## src/rtl/funct_generator_pkg.sv

```systemverilog
// -----------------------------------------------------------------------------
// funct_generator_pkg
// Shared defaults and types for the funct_generator sample datapath.
//   FGEN_DATA_WIDTH  : default sample bus width
//   FGEN_PIPE_STAGES : default depth of the elastic retiming pipe
//   sample_t         : sample word at the default width
//   fgen_occ_width() : width of an occupancy counter able to hold 0..stages
// -----------------------------------------------------------------------------
package funct_generator_pkg;

    localparam int FGEN_DATA_WIDTH  = 32;
    localparam int FGEN_PIPE_STAGES = 2;

    typedef logic [FGEN_DATA_WIDTH-1:0] sample_t;

    // Occupancy counts 0..stages inclusive, so it needs one extra code point.
    function automatic int fgen_occ_width(input int stages);
        return $clog2(stages + 1);
    endfunction

endpackage : funct_generator_pkg

```

## src/rtl/funct_generator_register.sv

```systemverilog
// -----------------------------------------------------------------------------
// funct_generator_register
// One data stage of the funct_generator retiming pipe: a WIDTH-bit register
// with async reset, synchronous clear and load enable.
//   clk   in   clock, posedge
//   rst   in   async reset, active-high, loads RESET_VALUE
//   clrh  in   sync clear, active-high, loads RESET_VALUE (priority over enh)
//   enh   in   load enable, active-high
//   d     in   next data word
//   q     out  registered data word
// -----------------------------------------------------------------------------
module funct_generator_register
    import funct_generator_pkg::*;
#(
    parameter int                WIDTH       = FGEN_DATA_WIDTH,
    parameter logic [WIDTH-1:0]  RESET_VALUE = {WIDTH{1'b0}}
) (
    input  logic             clk,
    input  logic             rst,
    input  logic             clrh,
    input  logic             enh,
    input  logic [WIDTH-1:0] d,
    output logic [WIDTH-1:0] q
);

    logic [WIDTH-1:0] r_q;

    // Data register: reset/clear to RESET_VALUE, otherwise load when enabled.
    always_ff @(posedge clk or posedge rst) begin
        if (rst) begin
            r_q <= RESET_VALUE;
        end else if (clrh) begin
            r_q <= RESET_VALUE;
        end else if (enh) begin
            r_q <= d;
        end else begin
            r_q <= r_q;
        end
    end

    assign q = r_q;

endmodule : funct_generator_register

```

## src/rtl/funct_generator_pipe_reg.sv

```systemverilog
// -----------------------------------------------------------------------------
// funct_generator_pipe_reg
// Elastic valid/ready pipeline register, STAGES deep and DATA_WIDTH wide, that
// retimes the funct_generator sample bus into the FIFO. Bubbles collapse: a
// stage advances whenever it is empty or the stage after it advances, so the
// pipe fills up under backpressure and never drops or duplicates a word.
//
// Parameters
//   DATA_WIDTH   payload width per stage (>=1)
//   STAGES       number of register stages (>=1), latency when unstalled
//   RESET_VALUE  data value loaded on rst or clrh
// Ports
//   clk        in   clock, posedge
//   rst        in   async reset, active-high
//   clrh       in   sync flush, active-high, priority over enh
//   enh        in   global advance enable, active-high
//   in_valid   in   upstream word valid
//   in_ready   out  pipe accepts in_data this cycle
//   in_data    in   upstream word
//   out_valid  out  last stage valid
//   out_ready  in   downstream accepts out_data
//   out_data   out  last stage data
//   occupancy  out  registered count of valid stages
//                   (present only when FGEN_PIPE_OCC_EN is defined)
//
// Configuration macro: FGEN_PIPE_OCC_EN adds the occupancy counter and port.
// -----------------------------------------------------------------------------
module funct_generator_pipe_reg
    import funct_generator_pkg::*;
#(
    parameter int                    DATA_WIDTH  = FGEN_DATA_WIDTH,
    parameter int                    STAGES      = FGEN_PIPE_STAGES,
    parameter logic [DATA_WIDTH-1:0] RESET_VALUE = {DATA_WIDTH{1'b0}}
) (
    input  logic                                  clk,
    input  logic                                  rst,
    input  logic                                  clrh,
    input  logic                                  enh,
    input  logic                                  in_valid,
    output logic                                  in_ready,
    input  logic [DATA_WIDTH-1:0]                 in_data,
    output logic                                  out_valid,
    input  logic                                  out_ready,
`ifdef FGEN_PIPE_OCC_EN
    output logic [fgen_occ_width(STAGES)-1:0]     occupancy,
`endif
    output logic [DATA_WIDTH-1:0]                 out_data
);

    logic [STAGES-1:0]     r_valid;
    logic [STAGES-1:0]     w_valid_nxt;
    logic [STAGES-1:0]     w_move;
    logic [DATA_WIDTH-1:0] w_stage_d [STAGES];
    logic [DATA_WIDTH-1:0] w_stage_q [STAGES];

    // Move chain from the output back to the input: a stage may advance when it
    // holds nothing or when its successor advances out of the way.
    always_comb begin
        w_move = {STAGES{1'b0}};
        w_move[STAGES-1] = enh & (~r_valid[STAGES-1] | out_ready);
        for (int i = STAGES - 2; i >= 0; i--) begin
            w_move[i] = enh & (~r_valid[i] | w_move[i+1]);
        end
    end

    // Next valid vector: a moving stage takes its predecessor's valid bit
    // (stage 0 takes in_valid), so a bubble entering a stage clears it.
    always_comb begin
        w_valid_nxt = r_valid;
        if (w_move[0]) begin
            w_valid_nxt[0] = in_valid;
        end else begin
            w_valid_nxt[0] = r_valid[0];
        end
        for (int i = 1; i < STAGES; i++) begin
            if (w_move[i]) begin
                w_valid_nxt[i] = r_valid[i-1];
            end else begin
                w_valid_nxt[i] = r_valid[i];
            end
        end
    end

    // Valid bits: async reset, flush on clrh, otherwise follow the move chain.
    always_ff @(posedge clk or posedge rst) begin
        if (rst) begin
            r_valid <= {STAGES{1'b0}};
        end else if (clrh) begin
            r_valid <= {STAGES{1'b0}};
        end else begin
            r_valid <= w_valid_nxt;
        end
    end

    // Data stages. Data is loaded on every move, even behind a bubble; the
    // valid bit alone decides whether the word is meaningful.
    for (genvar g = 0; g < STAGES; g++) begin : g_stage
        if (g == 0) begin : g_head
            assign w_stage_d[g] = in_data;
        end else begin : g_body
            assign w_stage_d[g] = w_stage_q[g-1];
        end

        funct_generator_register #(
            .WIDTH       (DATA_WIDTH),
            .RESET_VALUE (RESET_VALUE)
        ) u_stage_reg (
            .clk  (clk),
            .rst  (rst),
            .clrh (clrh),
            .enh  (w_move[g]),
            .d    (w_stage_d[g]),
            .q    (w_stage_q[g])
        );
    end : g_stage

    // The upstream sees ready only when stage 0 really loads a word; a flush
    // or reset cycle never accepts.
    assign in_ready  = w_move[0] & ~clrh & ~rst;
    assign out_valid = r_valid[STAGES-1];
    assign out_data  = w_stage_q[STAGES-1];

`ifdef FGEN_PIPE_OCC_EN
    localparam int OCC_W = fgen_occ_width(STAGES);

    logic [OCC_W-1:0] r_occupancy;

    // Number of set bits in a valid vector.
    function automatic logic [OCC_W-1:0] count_valid(input logic [STAGES-1:0] v);
        logic [OCC_W-1:0] cnt;
        cnt = {OCC_W{1'b0}};
        for (int i = 0; i < STAGES; i++) begin
            cnt = cnt + OCC_W'(v[i]);
        end
        return cnt;
    endfunction

    // Occupancy is registered from the same next-state vector as the valid
    // bits, so it always equals popcount(r_valid).
    always_ff @(posedge clk or posedge rst) begin
        if (rst) begin
            r_occupancy <= {OCC_W{1'b0}};
        end else if (clrh) begin
            r_occupancy <= {OCC_W{1'b0}};
        end else begin
            r_occupancy <= count_valid(w_valid_nxt);
        end
    end

    assign occupancy = r_occupancy;
`endif

endmodule : funct_generator_pipe_reg

```

## config.mk

```make
export PLATFORM = sky130hd
export DESIGN_NAME = funct_generator_pipe_reg
export DESIGN_NICKNAME = d
export VERILOG_FILES = /design/src/rtl/funct_generator_pkg.sv /design/src/rtl/funct_generator_register.sv /design/src/rtl/funct_generator_pipe_reg.sv
export SDC_FILE = /design/constraint.sdc
export NUM_CORES = 1
export LEC_CHECK = 0
export BUFFER_PORTS_ARGS = -buffer_cell sky130_fd_sc_hd__buf_2
export CAP_MARGIN = 20
export CORE_MARGIN = 2
export CORE_UTILIZATION = 25
export DETAILED_ROUTE_END_ITERATION = 12
export PLACE_DENSITY = 0.45
export SYNTH_ARGS = -nofsm -noshare
export SYNTH_HDL_FRONTEND = slang
export SYNTH_SLANG_ARGS = --single-unit
```

## constraint.sdc

```tcl
create_clock -name clk -period 3.3 [get_ports clk]
set_input_delay 0.495 -clock clk [delete_from_list [all_inputs] [get_ports clk]]
set_output_delay 0.495 -clock clk [all_outputs]
set_load 0.005 [all_outputs]
```

# --- After elaboration in Yosys (flattened, before gate mapping) ---
# Cells that the tools add are included.
word_totals:
  ff_bits: 66
  in_bits: 38
  word_cells: 23
op_classes:
  mux: 7
  n_bitwise: 10
  reduce_logical: 2
ops:
  columns: ["operator", "n"]
  rows:
  - ["2-to-1 mux 32 bit", 4]
  - ["bitwise AND 1 bit", 4]
  - ["NOT 1 bit", 4]
  - ["nonzero test 2 bit", 2]
  - ["2-to-1 mux 1 bit", 2]
  - ["2-to-1 mux 2 bit", 1]
  - ["bitwise OR 1 bit", 2]

# --- Depth between registers and ports, before layout ---
# Gate-level depths: netlist of the first run.
logic_depth:
  depth_word: 7
  mapped_depth: 5

# --- Hierarchy ---
# Synthesis of the first run repeated with hierarchy kept, for this count alone.
unflattened:
  cells_unflattened: 222
  area_unflattened_um2: 2780.2
modules_own_cells:
  columns: ["module", "n_inst", "cells_per_inst", "area_per_inst_um2", "seq_area_each_um2"]
  rows:
  - ["funct_generator_register", 2, 104, 1327.5, 800.8]
  - ["funct_generator_pipe_reg", 1, 14, 125.1, 50.0]

# --- Least setup slack after synthesis of the first run ---
# OpenSTA, ideal clock, no wires.
synth_timing:
  kind: "in2out"
  startpoint: "in enh"
  endpoint: "out in_ready"
  t_arrival_ns: 1.209
  required_time_ns: 2.805
  setup_slack_ns: 1.596
  stages: 4
  n_path_buf: 1
  cell_sequence: "buf_4 > inv_4 > a21oi_4 > nor3b_1"
synth_via:
  elab_chain_len: 5
synth_rtl:
  columns: ["item", "line_no", "source"]
  rows:
  - ["start, declared", "funct_generator_pipe_reg.sv:38", "input logic enh,"]
  - ["bitwise AND 1 bit", "funct_generator_pipe_reg.sv:60", "w_move[STAGES-1] = enh & (~r_valid[STAGES-1] | out_ready);"]
  - ["bitwise OR 1 bit", "funct_generator_pipe_reg.sv:62", "w_move[i] = enh & (~r_valid[i] | w_move[i+1]);"]
  - ["bitwise AND 1 bit (*)", "funct_generator_pipe_reg.sv:62", null]
  - ["bitwise AND 1 bit (*) (2 in series)", "funct_generator_pipe_reg.sv:119", "assign in_ready = w_move[0] & ~clrh & ~rst;"]
  - ["end, declared", "funct_generator_pipe_reg.sv:40", "output logic in_ready,"]
# Mark *: on every way between the ends. The rest lies on a longest branch, timed or not.

# --- Worst setup path after layout of the first run ---
layout_timing:
  startpoint: "reg r_valid[1]"
  endpoint: "out in_ready"
layout_via:
  elab_chain_len: 7
layout_rtl:
  columns: ["item", "line_no", "source"]
  rows:
  - ["start, declared", "funct_generator_pipe_reg.sv:50", "logic [STAGES-1:0] r_valid;"]
  - ["start signal, assigned", "funct_generator_pipe_reg.sv:87", "r_valid <= {STAGES{1'b0}};"]
  - ["start signal, assigned", "funct_generator_pipe_reg.sv:89", "r_valid <= {STAGES{1'b0}};"]
  - ["start signal, assigned", "funct_generator_pipe_reg.sv:91", "r_valid <= w_valid_nxt;"]
  - ["NOT 1 bit", "funct_generator_pipe_reg.sv:60", null]
  - ["bitwise OR 1 bit", "funct_generator_pipe_reg.sv:60", null]
  - ["bitwise AND 1 bit", "funct_generator_pipe_reg.sv:60", null]
  - ["bitwise OR 1 bit", "funct_generator_pipe_reg.sv:62", null]
  - ["bitwise AND 1 bit", "funct_generator_pipe_reg.sv:62", null]
  - ["bitwise AND 1 bit (2 in series)", "funct_generator_pipe_reg.sv:119", null]
# Every way passes these cells.

==> results of run 1 <==
-- power breakdown --
| part | leakage (nW) | switching, mW | internal [mW] |
|---|---|---|---|
| Combinational | 0.779 | 0.101 | 0.0767 |
| Clock | 0.138 | 0.327 | 0.541 |
| Sequential | 0.892 | 0.0205 | 0.848 |
| Total | 1.81 | 0.449 | 1.47 |
-- worst paths after layout --
check / startpoint / endpoint / slack [ps] / cells past startpoint
setup reg to reg: r_valid[1] / g_stage[0].u_stage_reg.q[16] / 1710 / 4
setup / recovery: r_valid[1] / in_ready / 1320 / 4
hold / removal: rst / g_stage[0].u_stage_reg.q[16] / 390 / 2
max in group asynchronous: rst / g_stage[1].u_stage_reg.q[19] / 2150 / 3
hold reg to reg: g_stage[0].u_stage_reg.q[2] / g_stage[1].u_stage_reg.q[2] / 530 / 2
min in group clk: in_data[26] / g_stage[0].u_stage_reg.q[26] / 420 / 3
-- worst max-delay path: cells and delay by family, from the launching register on --
family / cells / cell delay, ps
AND/OR/NAND/NOR: 2 / 420
AO/OA/AOI/OAI: 1 / 140
buffers and inverters: 1 / 170
flip-flops: 1 / 420
-- synthesized netlist by cell type, drive strengths merged --
library cell,instances
a31oi,1
dfrtp,66
nor2,1
nand2,1
a21boi,1
nand2b,65
mux2i,32
nor3b,1
nor2b,1
a21oi,34
buf,17
inv,2
clkbuf,11
o21ai,33
nand3,32
-- stage by stage --
stage               cell area (sq um)  setup WS, ps  hold WS [ps]
finish                           3820          1320           390
global route                     3820          1250           428
CTS                              3820          1310           419
detailed placement               3550          1470           522
global placement                 3550          1380           522
floorplan                        3120          1150           509
-- sequential cells by signal (all words and copies together) (netlist names) --
signal                 cells
g_stage.u_stage_reg.q     64
r_valid                    2
-- area by class of cell --
| type | instances | area, sq um | share of cell area, % |
|---|---|---|---|
| clock inverters | 3 | 15.0 | 0.393 |
| flip-flops and latches | 66 | 1650 | 43.2 |
| well taps | 168 | 210 | 5.50 |
| clock buffers | 12 | 256 | 6.71 |
| inverters | 2 | 10.0 | 0.262 |
| repair buffers | 77 | 400 | 10.5 |
| multi-input cells | 202 | 1280 | 33.5 |
-- routing by layer --
metal | track usage [%] | up-vias
li1 | - | 1131
met1 | 17.0 | 1117
met2 | 17.5 | 47
met3 | 3.92 | 8
met4 | 4.05 | 0
met5 | 0 | -
-- logic make-up after synthesis --
group | Yosys count | share of synthesized area (%)
simple gates | 101 | 19.1
compound gates | 69 | 11.6
buf+inv | 30 | 6.06
mux | 32 | 10.3
flops | 66 | 53.0
==> metrics.md, run 1 <==
| Metric | Value |
|---|---|
| Result of the run | finished clean |
| Arrival @ worst endpoint | 1480 ps |
| Post-CTS Resized | 0 |
| Via count of the first global-routing pass | 2391 |
| Placer congestion estimate | 0.689 |
| TNS Setup | 0 ps |
| Area of the core | 12100 sq um |
| Initial detailed-routing violation count | 140 |
| H-tree level count | 3 |
| Most used cells in the layout excluding fill and tap cells | sky130_fd_sc_hd__buf_2, sky130_fd_sc_hd__dfrtp_1, sky130_fd_sc_hd__nand2b_1 |
| Effective utilization at floorplan | 25.7% |
| Commonest non-fill, non-tap cell in the layout | sky130_fd_sc_hd__buf_2 |
| Relative slew slack | 40.7% |
| Final Power | 1.91 mW |
| Worst Setup End Kind | output port |
| Pin count of the biggest net entering global routing | 99 |
| Buffer cell driving the clock tree root | sky130_fd_sc_hd__clkbuf_16 |
| I/O Buffers | 71 |
| Via total after detailed routing | 2303 |
| WL met3 | 426 um |
| Clock Latency Late Sink | 320 ps |
| Detail Route met2 WL | 3410 um |
| Worst setup skew after layout | 4.67 ps |
| Chip width | 116 um |
| Final Hold Violating Endpoints | 0 |
| Cell area after technology mapping | 3120 sq um |
| Clock tree buffer depth | 2 |
| Die ar. | 13400 sq um |
| Avg Cell Area, Syn | 10.5 sq um |
| Initial antenna violation count | 0 |
| Detail-routed net length per standard cell | 14.5 um |
| Register clock-pin slew on the reported worst setup and hold paths | 50 ps |
| Final global-route overflow total | 0 |
| Leakage power figure | 1.81 nW |
| Setup crit start kind | flop |
| First-pass GRT wire length | 12400 um |
| Slowest cell delay on critical path | 420 ps |
| Detailed-route wire length | 7710 um |
| Type of the setup path with the least slack | reg -> out |
| Worst endpoint required time | 2800 ps |
| Die extent in y | 116 um |
| Max-slew violation count | 0 |
| Post-synth net total | 336 |
| Total of endpoints with negative setup slack in the final report | 0 |
| WL met1 | 3780 um |
| Half-perimeter wire length after detailed placement | 4740 um |
| Placed Cells | 515 |
| Drc violations | 0 |
| Largest vdd supply drop | 199 uV |
| Clock buffers created by TritonCTS | 9 |
| Count of nets after finishing | 396 |
| Portion of the clock cycle consumed by the worst path in the final layout | 60.0% |
| Synth top area share | 53.0% |
| Number of placed I/O pins | 72 |
| Min Clock Period, post-route | 1980 ps |
| Area growth syn-to-layout | 22.6% |
| First-pass iteration count of the detailed router | 4 |
| Leading area contributor after synthesis | sky130_fd_sc_hd__dfrtp_1 |
| Clk sink count | 66 |
| RSZ-0062 raised after global routing | false |
| GRT Resource Usage Total | 12.1% |
| Post-CTS setup-driven buffer insertion count | 0 |
| Layout Utilization | 31.6% |
| Slew at the pin closest to its max-slew limit | 888 ps |
| Ratio of cells with drive above 1 in the final layout | 26.5% |
| Highest routing layer actually used | met4 |
| Synthesized instance count | 298 |
| Reported max-cap violation count | 0 |
| Post-cts hold buffer count | 0 |
| Number of rows in the core area | 40 |
| Largest fanout of any net on the critical path | 4 |
| Number of register bits inferred by synthesis | 66 |
| Maximum clock rate | 505 MHz |
| TritonCTS clock tree | built |
| Final-layout fill cell count | 1316 |
| List of cells traversed by the critical path | nor2b_4 -> a21oi_4 -> nor3b_1 -> buf_2 |
| Distinct cell type count of the synthesized netlist | 21 |
| Antenna diode instance count | 0 |
| Routed via count divided by cell count | 4.35 |
| Cell type of the slowest stage on the worst timing path | sky130_fd_sc_hd__dfrtp_1 |
| Class of the tightest hold or removal check | in -> async |
| Count of warnings emitted by yosys | 0 |
| Part of the Yosys area used for sequential elements | 53.0% |
| Power per standard cell area | 501 nW/um^2 |
| ANT nets after route | 0 |
| Final cell count without fillers | 530 |
| Dominant cells by area after synthesis | sky130_fd_sc_hd__dfrtp_1, sky130_fd_sc_hd__nand2b_1, sky130_fd_sc_hd__mux2i_1 |
(Power assumes the default switching activity.)
==> run 2: changes to the inputs <==
- PLACE_DENSITY: 0.45 -> 0.47
- clock period: 3.3 -> 1.7 ns (I/O delays scaled with it)
==> metrics.md, run 2 (synthesized netlist as in run 1, its figures left out) <==
| Metric | Value |
|---|---|
| I/O Buffers | 71 (unchanged) |
| Arrival @ worst endpoint | 1360 ps (was 1480 ps) |
| Reg2Reg Capture Point | g_stage[0].u_stage_reg.q[26] (was g_stage[0].u_stage_reg.q[16]) |
| H-tree level count | 3 (unchanged) |
| Power per standard cell area | 949 nW/um^2 (was 501 nW/um^2) |
| Total internal power | 2.83 mW (was 1.47 mW) |
| Placer congestion estimate | 0.717 (was 0.689) |
| Most used cells in the layout excluding fill and tap cells | sky130_fd_sc_hd__buf_2, sky130_fd_sc_hd__dfrtp_1, sky130_fd_sc_hd__nand2b_1 (unchanged) |
| Detailed-route wire length | 7880 um (was 7710 um) |
| Clk sink count | 66 (unchanged) |
| ANT nets after route | 0 (unchanged) |
| Fraction of power consumed by combinational cells | 10.0% (was 9.3%) |
| Largest fanout of any net on the critical path | 4 (unchanged) |
| Routed via count divided by cell count | 4.33 (was 4.35) |
| Total area of sequential cells | 1650 sq um (unchanged) |
| Chip width | 116 um (unchanged) |
| Clk pwr share | 44.9% (was 45.3%) |
| Number of placed I/O pins | 72 (unchanged) |
| First-pass GRT wire length | 13000 um (was 12400 um) |
| Slew at the pin closest to its max-slew limit | 394 ps (was 888 ps) |
| Final global-route overflow total | 0 (unchanged) |
| Placed Cells | 520 (was 515) |
| Crit path setup slack, layout | 88.0 ps (was 1320 ps) |
| Layout Utilization | 32.5% (was 31.6%) |
| Register-to-register setup slack | 370 ps (was 1710 ps) |
| Post-CTS setup-driven buffer insertion count | 0 (unchanged) |
| Drc violations | 0 (unchanged) |
| Reported max-cap violation count | 0 (unchanged) |
| Clock Latency Late Sink | 330 ps (was 320 ps) |
| TritonCTS clock tree | built (unchanged) |
| Pre-CTS setup slack | 305 ps (was 1470 ps) |
| Relative slew slack | 73.7% (was 40.7%) |
| Largest register FFs | 64 (unchanged) |
| Worst setup path startpoint | r_valid[1] (unchanged) |
| CP Capture Point | in_ready (unchanged) |
| Register clock-pin slew on the reported worst setup and hold paths | 60 ps (was 50 ps) |
| Count of nets after finishing | 401 (was 396) |
| Via total after detailed routing | 2322 (was 2303) |
| Worst reg2reg path startpoint | r_valid[1] (unchanged) |
| Worst Setup End Kind | output port (unchanged) |
| GRT Resource Usage Total | 12.6% (was 12.1%) |
| Initial antenna violation count | 0 (unchanged) |
| Setup crit start kind | flop (unchanged) |
| Share of power burned in registers | 45.1% (was 45.4%) |
| Half-perimeter wire length after detailed placement | 5170 um (was 4740 um) |
| Clock buffers created by TritonCTS | 9 (unchanged) |
| Maximum clock rate | 620 MHz |
| Portion of the clock cycle consumed by the worst path in the final layout | 94.8% |
| Number of rows in the core area | 40 (unchanged) |
| Type of the setup path with the least slack | reg -> out (unchanged) |
| Total of endpoints with negative setup slack in the final report | 0 (unchanged) |
| Clock tree buffer depth | 2 (unchanged) |
| Die extent in y | 116 um (unchanged) |
| Commonest non-fill, non-tap cell in the layout | sky130_fd_sc_hd__buf_2 (unchanged) |
| Area of the core | 12100 sq um (unchanged) |
| Worst endpoint required time | 1440 ps (was 2800 ps) |
| Min Clock Period, post-route | 1610 ps |
| Final-layout fill cell count | 1297 (was 1316) |
| RSZ-0062 raised after global routing | true (was false) |
| Class of the tightest hold or removal check | in -> async (unchanged) |
| Final Hold Violating Endpoints | 0 (unchanged) |
| Area growth syn-to-layout | 26.3% (was 22.6%) |
| Number of cells traversed by the worst register-to-register path | 4 (unchanged) |
| Pin count of the biggest net entering global routing | 44 (was 99) |
| Net load switching power | 0.912 mW (was 0.449 mW) |
| Post-cts hold buffer count | 0 (unchanged) |
| Leakage power figure | 1.86 nW (was 1.81 nW) |
| Largest vdd supply drop | 341 uV (was 199 uV) |
| Footprint of the multi-input gates | 1290 sq um (was 1280 sq um) |
| Ratio of cells with drive above 1 in the final layout | 28.3% (was 26.5%) |
| Max-slew violation count | 0 (unchanged) |
| Result of the run | finished clean (unchanged) |
| Die ar. | 13400 sq um (unchanged) |
| Worst setup skew after layout | 8.25 ps (was 4.67 ps) |
| Buffer cell driving the clock tree root | sky130_fd_sc_hd__clkbuf_16 (unchanged) |
| Effective utilization at floorplan | 25.7% (unchanged) |
| Final cell count without fillers | 536 (was 530) |
| Switching part of the total | 24.4% (was 23.5%) |
| Initial detailed-routing violation count | 136 (was 140) |
| Antenna diode instance count | 0 (unchanged) |
| First-pass iteration count of the detailed router | 4 (unchanged) |
| Final Power | 3.74 mW (was 1.91 mW) |
| Detail-routed net length per standard cell | 14.7 um (was 14.5 um) |
| Via count of the first global-routing pass | 2419 (was 2391) |
==> run 2: cell types whose count changed in the layout (fill, tap and decap cells not counted) <==
| cell | delta |
|---|---|
| sky130_fd_sc_hd__buf_12 | +5 |
| sky130_fd_sc_hd__clkbuf_1 | -1 |
| sky130_fd_sc_hd__clkbuf_8 | -1 |
| sky130_fd_sc_hd__clkinv_2 | +2 |
| sky130_fd_sc_hd__clkinvlp_4 | +2 |
| sky130_fd_sc_hd__inv_2 | -1 |
| sky130_fd_sc_hd__nor3b_1 | -1 |
| sky130_fd_sc_hd__nor3b_4 | +1 |
==> run 2: power by group through the flow <==
stage | sequential [mW] | clock, mW | combinational [mW]
2_1_floorplan | 1.71 | 0 | 0.238
3_3_place_gp | 1.71 | 0 | 0.381
3_5_place_dp | 1.71 | 0 | 0.383
4_1_cts | 1.69 | 1.73 | 0.385
5_1_grt | 1.69 | 1.80 | 0.425
6_report | 1.68 | 1.68 | 0.375
==> run 2: layout make-up <==
type                       instances  share of cell area [%]
inverter                           2                   0.350
multi-input combinational        202                    32.8
clock buffer                      10                    6.07
timing repair buffer              82                    12.7
clock inverter                     6                   0.826
tap                              168                    5.34
sequential                        66                    41.9
==> run 2: worst min path at each step <==
stage / start / end / slack, ps / cells after the start
floorplan: in_valid / r_valid[0] / 390 / 2
global placement: rst / g_stage[1].u_stage_reg.q[18] / 360 / 3
detailed placement: rst / g_stage[1].u_stage_reg.q[12] / 350 / 3
CTS: rst / g_stage[1].u_stage_reg.q[8] / 5 / 3
global route: rst / g_stage[0].u_stage_reg.q[7] / 40 / 3
finish: rst / g_stage[1].u_stage_reg.q[8] / 20 / 3
==> run 2: worst max-delay path, cell delays in order, from the launching register on <==
cell and delay [ps]:
sky130_fd_sc_hd__dfrtp_1 400, sky130_fd_sc_hd__nor2b_4 150, sky130_fd_sc_hd__a21oi_4 140, sky130_fd_sc_hd__nor3b_4 200
sky130_fd_sc_hd__buf_2 140
==> run 2: per-layer routing <==
metal / GRT usage (%) / share of wire [%] / vias to the layer above
li1: - / - / 1144
met5: 0 / 0 / -
met1: 17.7 / 49 / 1122
met2: 18.7 / 45 / 50
met3: 3.45 / 4.6 / 6
met4: 4.13 / 1.0 / 0
==> run 2: repair_timing <==
item / in CTS / in global routing
gates cloned: 0 / 0
endpoints found under the setup margin: 1 / 1
pin swaps: 0 / 1
resized for setup: 1 / 1
==> run 2: per-stage QoR <==
stage	hold slack, ps	instance area, sq um	setup TNS (ps)
floorplan	390	3120	0
global placement	356	3650	0
detailed placement	352	3650	0
CTS	5.02	3930	0
global route	36.1	3940	-1.64
finish	21.2	3940	0
